**config.mk**
```make
export PLATFORM = sky130hd
export DESIGN_NAME = keypad_scan_ctrl
export DESIGN_NICKNAME = d
export VERILOG_FILES = /design/src/rtl/keypad_scan_ctrl.sv
export SDC_FILE = /design/constraint.sdc
export NUM_CORES = 1
export LEC_CHECK = 0
export BUFFER_PORTS_ARGS = -buffer_cell sky130_fd_sc_hd__buf_2
export CAP_MARGIN = 20
export CORE_MARGIN = 10
export CORE_UTILIZATION = 50
export DETAILED_ROUTE_END_ITERATION = 8
export PLACE_DENSITY = 0.71
export SLEW_MARGIN = 20
export SYNTH_ARGS = -nofsm -noshare
export SYNTH_HDL_FRONTEND = slang
export SYNTH_SLANG_ARGS = --single-unit
```
**constraint.sdc**
```tcl
create_clock -name clk -period 2.7 [get_ports clk]
set_input_delay 0.81 -clock clk [delete_from_list [all_inputs] [get_ports clk]]
set_output_delay 0.81 -clock clk [all_outputs]
set_load 0.02 [all_outputs]
```
**src/rtl/keypad_scan_ctrl.sv**
```systemverilog
// 4x4 keypad scan sequencer: walks a one-hot column strobe, freezes on a row hit,
// debounces press and release, and hands one key code per press to a valid/ready consumer.
//
// state       | meaning
// ------------+---------------------------------------------------------------
// ST_SCAN     | stepping columns, looking for any row hit at each sample point
// ST_DEBOUNCE | column frozen, counting consecutive hits on the candidate row
// ST_PRESENT  | key_valid high, waiting for the consumer to take key_code
// ST_RELEASE  | column frozen, counting consecutive idle samples on the candidate row
module keypad_scan_ctrl #(
    parameter int SCAN_DIV = 4,
    parameter int DEBOUNCE = 3
) (
    input  logic       clk,
    input  logic       reset,
    input  logic [3:0] rows,
    output logic [3:0] cols,
    output logic       key_valid,
    output logic [3:0] key_code,
    input  logic       key_ready
);

    localparam int DIV_W = (SCAN_DIV > 1) ? $clog2(SCAN_DIV) : 1;
    localparam int CNT_W = $clog2(DEBOUNCE + 1);
    localparam logic [DIV_W-1:0] DWELL_LAST = DIV_W'(SCAN_DIV - 1);
    localparam logic [CNT_W-1:0] MATCH_DONE = CNT_W'(DEBOUNCE);

    typedef enum logic [1:0] {
        ST_SCAN     = 2'd0,
        ST_DEBOUNCE = 2'd1,
        ST_PRESENT  = 2'd2,
        ST_RELEASE  = 2'd3
    } state_t;

    state_t           state;
    state_t           state_nxt;
    logic [3:0]       rows_m;
    logic [3:0]       rows_s;
    logic [DIV_W-1:0] dwell_cnt;
    logic [1:0]       col_idx;
    logic [1:0]       col_nxt;
    logic [1:0]       cand_row;
    logic [1:0]       cand_row_nxt;
    logic [CNT_W-1:0] match_cnt;
    logic [CNT_W-1:0] match_nxt;
    logic [CNT_W-1:0] match_inc;
    logic             valid_nxt;
    logic [3:0]       code_nxt;
    logic [1:0]       row_idx;
    logic             sample_pt;
    logic             cand_hit;

    // The column stays frozen outside ST_SCAN, so col_idx doubles as the candidate column.
    assign cols      = 4'b1000 >> col_idx;
    assign sample_pt = (dwell_cnt == DWELL_LAST);
    assign cand_hit  = rows_s[cand_row];
    assign match_inc = match_cnt + CNT_W'(1);

    always_comb begin
        row_idx = 2'd0;
        if (rows_s[0])      row_idx = 2'd0;
        else if (rows_s[1]) row_idx = 2'd1;
        else if (rows_s[2]) row_idx = 2'd2;
        else if (rows_s[3]) row_idx = 2'd3;
    end

    always_ff @(posedge clk or posedge reset) begin
        if (reset) begin
            rows_m    <= 4'h0;
            rows_s    <= 4'h0;
            dwell_cnt <= '0;
        end else begin
            rows_m    <= rows;
            rows_s    <= rows_m;
            dwell_cnt <= sample_pt ? '0 : dwell_cnt + DIV_W'(1);
        end
    end

    always_ff @(posedge clk or posedge reset) begin
        if (reset) begin
            state     <= ST_SCAN;
            col_idx   <= 2'd0;
            cand_row  <= 2'd0;
            match_cnt <= '0;
            key_valid <= 1'b0;
            key_code  <= 4'h0;
        end else begin
            state     <= state_nxt;
            col_idx   <= col_nxt;
            cand_row  <= cand_row_nxt;
            match_cnt <= match_nxt;
            key_valid <= valid_nxt;
            key_code  <= code_nxt;
        end
    end

    always_comb begin
        state_nxt    = state;
        col_nxt      = col_idx;
        cand_row_nxt = cand_row;
        match_nxt    = match_cnt;
        valid_nxt    = key_valid;
        code_nxt     = key_code;
        case (state)
            ST_SCAN: begin
                if (sample_pt) begin
                    if (rows_s == 4'h0) begin
                        col_nxt = col_idx + 2'd1;
                    end else begin
                        cand_row_nxt = row_idx;
                        match_nxt    = CNT_W'(1);
                        if (DEBOUNCE == 1) begin
                            state_nxt = ST_PRESENT;
                            valid_nxt = 1'b1;
                            code_nxt  = {row_idx, col_idx};
                        end else begin
                            state_nxt = ST_DEBOUNCE;
                        end
                    end
                end
            end
            ST_DEBOUNCE: begin
                if (sample_pt) begin
                    if (cand_hit) begin
                        match_nxt = match_inc;
                        if (match_inc == MATCH_DONE) begin
                            state_nxt = ST_PRESENT;
                            valid_nxt = 1'b1;
                            code_nxt  = {cand_row, col_idx};
                        end
                    end else begin
                        state_nxt = ST_SCAN;
                        col_nxt   = col_idx + 2'd1;
                    end
                end
            end
            ST_PRESENT: begin
                if (key_valid && key_ready) begin
                    valid_nxt = 1'b0;
                    state_nxt = ST_RELEASE;
                    match_nxt = '0;
                end
            end
            ST_RELEASE: begin
                if (sample_pt) begin
                    if (cand_hit) begin
                        match_nxt = '0;
                    end else if (match_inc == MATCH_DONE) begin
                        state_nxt = ST_SCAN;
                        col_nxt   = col_idx + 2'd1;
                        match_nxt = '0;
                    end else begin
                        match_nxt = match_inc;
                    end
                end
            end
            default: state_nxt = ST_SCAN;
        endcase
    end

endmodule

```
==> impl_metrics.csv, run 1 <==
group,metric,value,unit
timing,grt_setup_unrepaired,"false",
clock_network,htree_num_levels,1,
timing,fin_setup_tns,0,ns
timing,hold_viol_final,0,
clock_network,cts_made_buffers,3,
synth,synthCells,88,
min_path,worstHoldStart,"rows_m[3]",
min_path,hold_path_depth,0,
synth,ys_async_sr_fraction,100.0,%
clock_network,cts_hold_buf,0,
global_routing,grt_pass1_wl,3167,um
routing,drt-wirelength-per-cell,13.46,um
timing,drv_slew,0,
critical_path,cpMaxStageDelayCell,"dfrtp_1",
timing,relSlewSlack,43.81,%
routing,wirelength,1777,um
timing,hold_ws,0.3635,ns
die,die_y,66.39,um
critical_path,timing.rr.end,"col_idx[1]",
timing,clock_skew,0.004798,ns
synth,synth_top_cell_area_share,53.49,%
routing,first_iter_violations,22,
global_routing,overflow,0,
global_routing,grt_max_degree,24,
timing,fin_crit_sh,74.24,%
die,rows,16,
power_and_ir_drop,internal_power,0.6818,mW
synth,yosysTopAreaCell,"dfrtp_1",
clock_network,post_cts_buffers,0,
synth,yosysMostFrequentCell,"dfrtp_1",
global_routing,grt_antenna_before_repair,0,
critical_path,cp-start-kind,"register",
power_and_ir_drop,p_switching,0.4511,mW
routing,dr.pass1.iters,4,
routing,drc_errors,0,
die,core,2002,sq um
die,dieArea,4408,sq um
synth,synth_area_leaders,"dfrtp_1, ha_1, mux2_2",
power_and_ir_drop,leakagePower,0.5858,nW
critical_path,cp.arrival,1.19,ns
clock_network,cts_resized,0,
synth,yosys_register_bits,23,
min_path,min_path_type,"reg -> reg",
die,initial_core_util,53.75,%
timing,period_needed,2.004,ns
synth,ys.flop_type,"dfrtp_1",
die,io_pins,16,
routing,vias_per_cell,5.220,
synth,netlist_top_cells_count,"dfrtp_1, inv_1, ha_1",
critical_path,cpPeakStageDelay,0.43,ns
critical_path,cp-end-kind,"output port",
cells_and_area,num_antenna_cells,0,
clock_network,cts-root-buf,"clkbuf_4",
cells_and_area,synthToLayoutAreaGrowth,11.28,%
power_and_ir_drop,clockPowerShare,14.1,%
timing,setup_viol,0,
synth,synth_edf_count,0,
global_routing,grt_pass1_vias,727,
power_and_ir_drop,combPwrFrac,39.3,%
placement,gp_congestion,0.8177,
clock_network,tritoncts,"yes",
critical_path,rrSetupSlack,0.76,ns
placement,dp.final_hpwl,1308,um
min_path,holdPathEnd,"rows_s[3]",
clock_network,clock-sinks,23,
die,die_w,66.39,um
cells_and_area,layout.nets,121,
power_and_ir_drop,p_sw_share,39.82,%
synth,synth_nets,103,
synth,netlist_area,1076,sq um
cells_and_area,fillers,170,
critical_path,crit_chain,"inv_1 > ha_1 > buf_2",
power_and_ir_drop,powerDensity,946.2,nW/um^2
global_routing,groute.usage.overall,9.276,%
synth,syn_area_per_cell,12.23,sq um
routing,ant_nets,0,
routing,vias,689,
power_and_ir_drop,pwr-share-seq,46.6,%
critical_path,r2r.worst_path.cells,4,
synth,ys_seq_area_share,53.49,%
status,outcome,"finished, final reports clean",
timing,max_freq,498.9,MHz
clock_network,clkLatencyLatePin,0.31,ns
critical_path,critPathMaxFanout,4,
critical_path,crit_required,1.89,ns
synth,synth-warning-count,0,
run,drv_cap,0,
synth,ys_types,29,
critical_path,critPathKind,"reg -> out",
placement,port_buffers,15,
clock_network,clock_path_buffers,2,
cells_and_area,layout-drive-gt1-share,29.52,%
clock_network,clk_pin_slew,0.12,ns
power_and_ir_drop,ir_drop,0.0005585,V
timing,worst_pin_slew,0.8420,ns
==> cells by family (layout without fill, tap and decap cells) <==
kind of cell	after synthesis	count (layout)	share of synthesized area, %
flops	23	23	53.49
buf+inv	11	28	4.534
mux	8	8	9.650
xor+xnor	1	1	0.8141
fa+ha+maj	9	9	10.23
simple gates	23	23	12.21
compound gates	13	13	9.069
==> critical path: cells and delay by family, from the launching register on <==
kind | cells | cell delay [ns]
flops | 1 | 0.43
buf+inv | 2 | 0.29
fa+ha+maj | 1 | 0.16
==> routing by layer <==
metal  global-route usage [%]  share of wire (%)  up-vias
met2                    15.43                 46       18
met5                        0                  0        -
met3                    3.220                6.5        5
met4                    5.497                2.6        0
li1                         -                  -      338
met1                    9.881                 45      328
==> registers in the layout, indices dropped and copies added, names as in the netlist, named ones only <==
register	cells
cand_row	2
col_idx	2
dwell_cnt	2
key_code	4
key_valid	1
match_cnt	2
rows_m	4
rows_s	4
state	1
==> stage by stage <==
| step | cells | area [sq um] | utilization, % | setup WS (ns) | total power [mW] |
|---|---|---|---|---|---|
| 5_1_grt | 132 | 1197 | 59.81 | 0.6219 | 1.226 |
| 2_1_floorplan | 88 | 1076 | - | 0.9209 | 0.8878 |
| 3_5_place_dp | 128 | 1170 | 58.44 | 0.7846 | 0.9897 |
| 4_1_cts | 132 | 1197 | 59.81 | 0.6775 | 1.147 |
| 3_3_place_gp | 128 | 1170 | 58.44 | 0.8096 | 0.9668 |
| 6_report | 132 | 1197 | 59.81 | 0.6955 | 1.133 |
==> area by class of cell <==
type,count,area [sq um],share of cell area (%)
Sequential cell,23,575.6,48.07
Clock buffer,3,22.52,1.881
Tap cell,27,33.78,2.821
Multi-Input combinational cell,54,451.7,37.72
Inverter,9,33.78,2.821
Timing Repair Buffer,15,75.07,6.270
Clock inverter,1,5.005,0.4180
==> how the worst max path moves through the flow <==
stage / slack, ns / startpoint / end / cells past startpoint
3_5_place_dp: 0.78 / register / col_idx[1] / 4
2_1_floorplan: 0.92 / state[0] / col_idx[1] / 5
6_report: 0.70 / col_idx[0] / cols[3] / 3
4_1_cts: 0.68 / col_idx[0] / cols[3] / 3
3_3_place_gp: 0.81 / register / col_idx[1] / 4
5_1_grt: 0.62 / col_idx[0] / cols[3] / 3
==> power groups by stage <==
stage	clock [mW]	sequential (mW)	combinational (mW)
floorplan	0	0.528	0.360
global placement	0	0.531	0.436
detailed placement	0	0.536	0.453
CTS	0.164	0.528	0.455
global route	0.176	0.550	0.500
finish	0.160	0.528	0.445
==> cells in the final DEF, fill, tap and decap left out, drive strengths merged, types with 2 or more instances in the layout <==
cell type and count:
nor3 5, nand3 2, o22ai 2, a21oi 4, inv 9, o21a 2, mux2 6, o21ai 2
nand2 5, clkbuf 3, o221a 2, ha 8, buf 15, dfrtp 23, nor2 5
(Power assumes the default switching activity.)
==> inputs of run 2 (changes only) <==
ABC_AREA = 1   (was not set)
PLACE_DENSITY = 0.74   (was 0.71)
clock period = 1.7 ns   (was 2.7 ns; I/O delays follow)
==> impl_metrics.csv, run 2 <==
group,metric,value,unit
placement,port_buffers,15,
synth,yosys_register_bits,23,
clock_network,clock_path_buffers,2,
clock_network,htree_num_levels,1,
synth,ys.flop_type,"dfrtp_1",
critical_path,cp.arrival,1.16,ns
critical_path,critPathKind,"reg -> out",
timing,grt_setup_unrepaired,"true",
synth,ys_seq_area_share,49.84,%
global_routing,grt_max_degree,24,
synth,yosysTopAreaCell,"dfrtp_1",
cells_and_area,layout-drive-gt1-share,33.10,%
timing,fin_crit_sh,98.37,%
routing,vias,850,
synth,synth_area_leaders,"dfrtp_1, ha_1, nand2_1",
status,outcome,"finished, final reports clean",
die,dieArea,4632,sq um
routing,first_iter_violations,56,
critical_path,cp-start-kind,"register",
die,io_pins,16,
synth,netlist_top_cells_count,"nand2_1, dfrtp_1, inv_1, nand3_1, ha_1",
min_path,min_path_type,"in -> async",
routing,wirelength,2196,um
synth,netlist_area,1155,sq um
timing,setup_viol,0,
timing,hold_viol_final,0,
cells_and_area,layout_commonest_cell,"nand2_1",
run,drv_cap,0,
power_and_ir_drop,ir_drop,0.001008,V
placement,dp_slack,0.2369,ns
global_routing,groute.usage.overall,11.42,%
clock_network,clkLatencyLatePin,0.32,ns
routing,vias_per_cell,5.000,
synth,ys_types,22,
synth,synth_top_cell_area_share,49.84,%
cells_and_area,final_cell_mix,"nand2_1, dfrtp_1, buf_2",
cells_and_area,utilization,60.12,%
global_routing,overflow,0,
timing,worst_slack,0.02777,ns
power_and_ir_drop,powerDensity,1732,nW/um^2
die,initial_core_util,52.21,%
synth,synth-warning-count,0,
cells_and_area,synthToLayoutAreaGrowth,15.17,%
cells_and_area,num_antenna_cells,0,
power_and_ir_drop,leakagePower,0.6796,nW
timing,period_needed,1.672,ns
timing,drv_slew,0,
global_routing,grt_pass1_vias,938,
routing,dr.pass1.iters,4,
timing,max_freq,598.0,MHz
clock_network,clock-sinks,23,
cells_and_area,top_regs,"key_code x4, rows_m x4, rows_s x4",
routing,drt-wirelength-per-cell,12.92,um
clock_network,cts-root-buf,"clkbuf_4",
synth,yosysMostFrequentCell,"nand2_1",
routing,ant_nets,0,
die,core,2212,sq um
placement,dp.final_hpwl,1728,um
global_routing,grt_pass1_wl,3974,um
die,rows,17,
timing,clock_skew,0.001238,ns
synth,syn_area_per_cell,9.544,sq um
clock_network,cts_made_buffers,3,
synth,synth_edf_count,0,
clock_network,cts_hold_buf,0,
critical_path,cp-end-kind,"output port",
critical_path,r2r.worst_path.cells,9,
critical_path,critPathMaxFanout,4,
clock_network,tritoncts,"yes",
clock_network,clk_pin_slew,0.13,ns
synth,synth_nets,136,
critical_path,crit_required,1.19,ns
synth,ys_async_sr_fraction,100.0,%
synth,synthCells,121,
global_routing,grt_antenna_before_repair,0,
die,die_y,68.06,um
routing,drc_errors,0,
timing,hold_ws,0.1886,ns
cells_and_area,layout.nets,158,
timing,relSlewSlack,77.04,%
timing,worst_pin_slew,0.3444,ns
placement,gp_congestion,0.9294,
die,die_w,68.06,um
[run 2: stage by stage]
step | instances | TNS [ns] | instance area (sq um) | total power, mW
global placement | 164 | 0 | 1261 | 1.878
finish | 170 | 0 | 1330 | 2.303
detailed placement | 164 | 0 | 1261 | 1.954
CTS | 168 | 0 | 1294 | 2.239
floorplan | 121 | 0 | 1155 | 1.715
global route | 170 | -0.07626 | 1330 | 2.512
[run 2: cell type report]
class	instances	area (sq um)
fillers	192	882.1
flip-flops and latches	23	575.6
well taps	28	35.03
multi-input cells	81	515.5
repair buffers	18	116.4
inverters	16	60.06
clock inverters	1	5.005
clock buffers	3	22.52
[run 2: power breakdown]
group          switching [mW]  internal, mW  leakage, nW  total, mW
Clock                   0.176        0.0884       0.0177      0.264
Combinational           0.732         0.463        0.379       1.20
Sequential              0.152         0.691        0.282      0.844
Total                    1.06          1.24        0.680       2.30
[run 2: timing repair]
action                                  4_1_cts  5_1_grt
gates resized for setup                       3        8
gates cloned                                  0        0
endpoints found under the setup margin        3        3
buffers inserted                              0        2
endpoints found under the hold margin         0        0
[run 2: logic make-up after synthesis]
family,Yosys count,share of synthesized area (%)
AO/OA/AOI/OAI,12,5.850
XOR/XNOR,1,0.7585
adder cells (fa/ha/maj),8,8.668
buffers and inverters,17,6.175
flip-flops,23,49.84
AND/OR/NAND/NOR,60,28.71
[run 2: path summary, 6_finish.rpt]
path                              start           end  slack (ns)
max                          col_idx[0]       cols[3]        0.03
min                               reset  match_cnt[1]        0.19
max reg2reg                match_cnt[0]      register        0.19
min reg2reg                   rows_m[3]     rows_s[3]        0.36
max in group asynchronous         reset   key_code[3]        1.29
min in group clk                rows[0]     rows_m[0]        0.28
[run 2: layer usage]
layer	global-route usage (%)	share of wire, %	vias up
li1	-	-	434
met5	0	0	-
met1	12.15	43	395
met3	2.773	5.1	5
met2	19.30	49	16
met4	8.291	2.4	0
[run 2: worst max-delay path, cell delays in order, from the launching register on]
cell	delay [ns]
dfrtp_1	0.44
inv_2	0.11
ha_2	0.18
buf_6	0.11
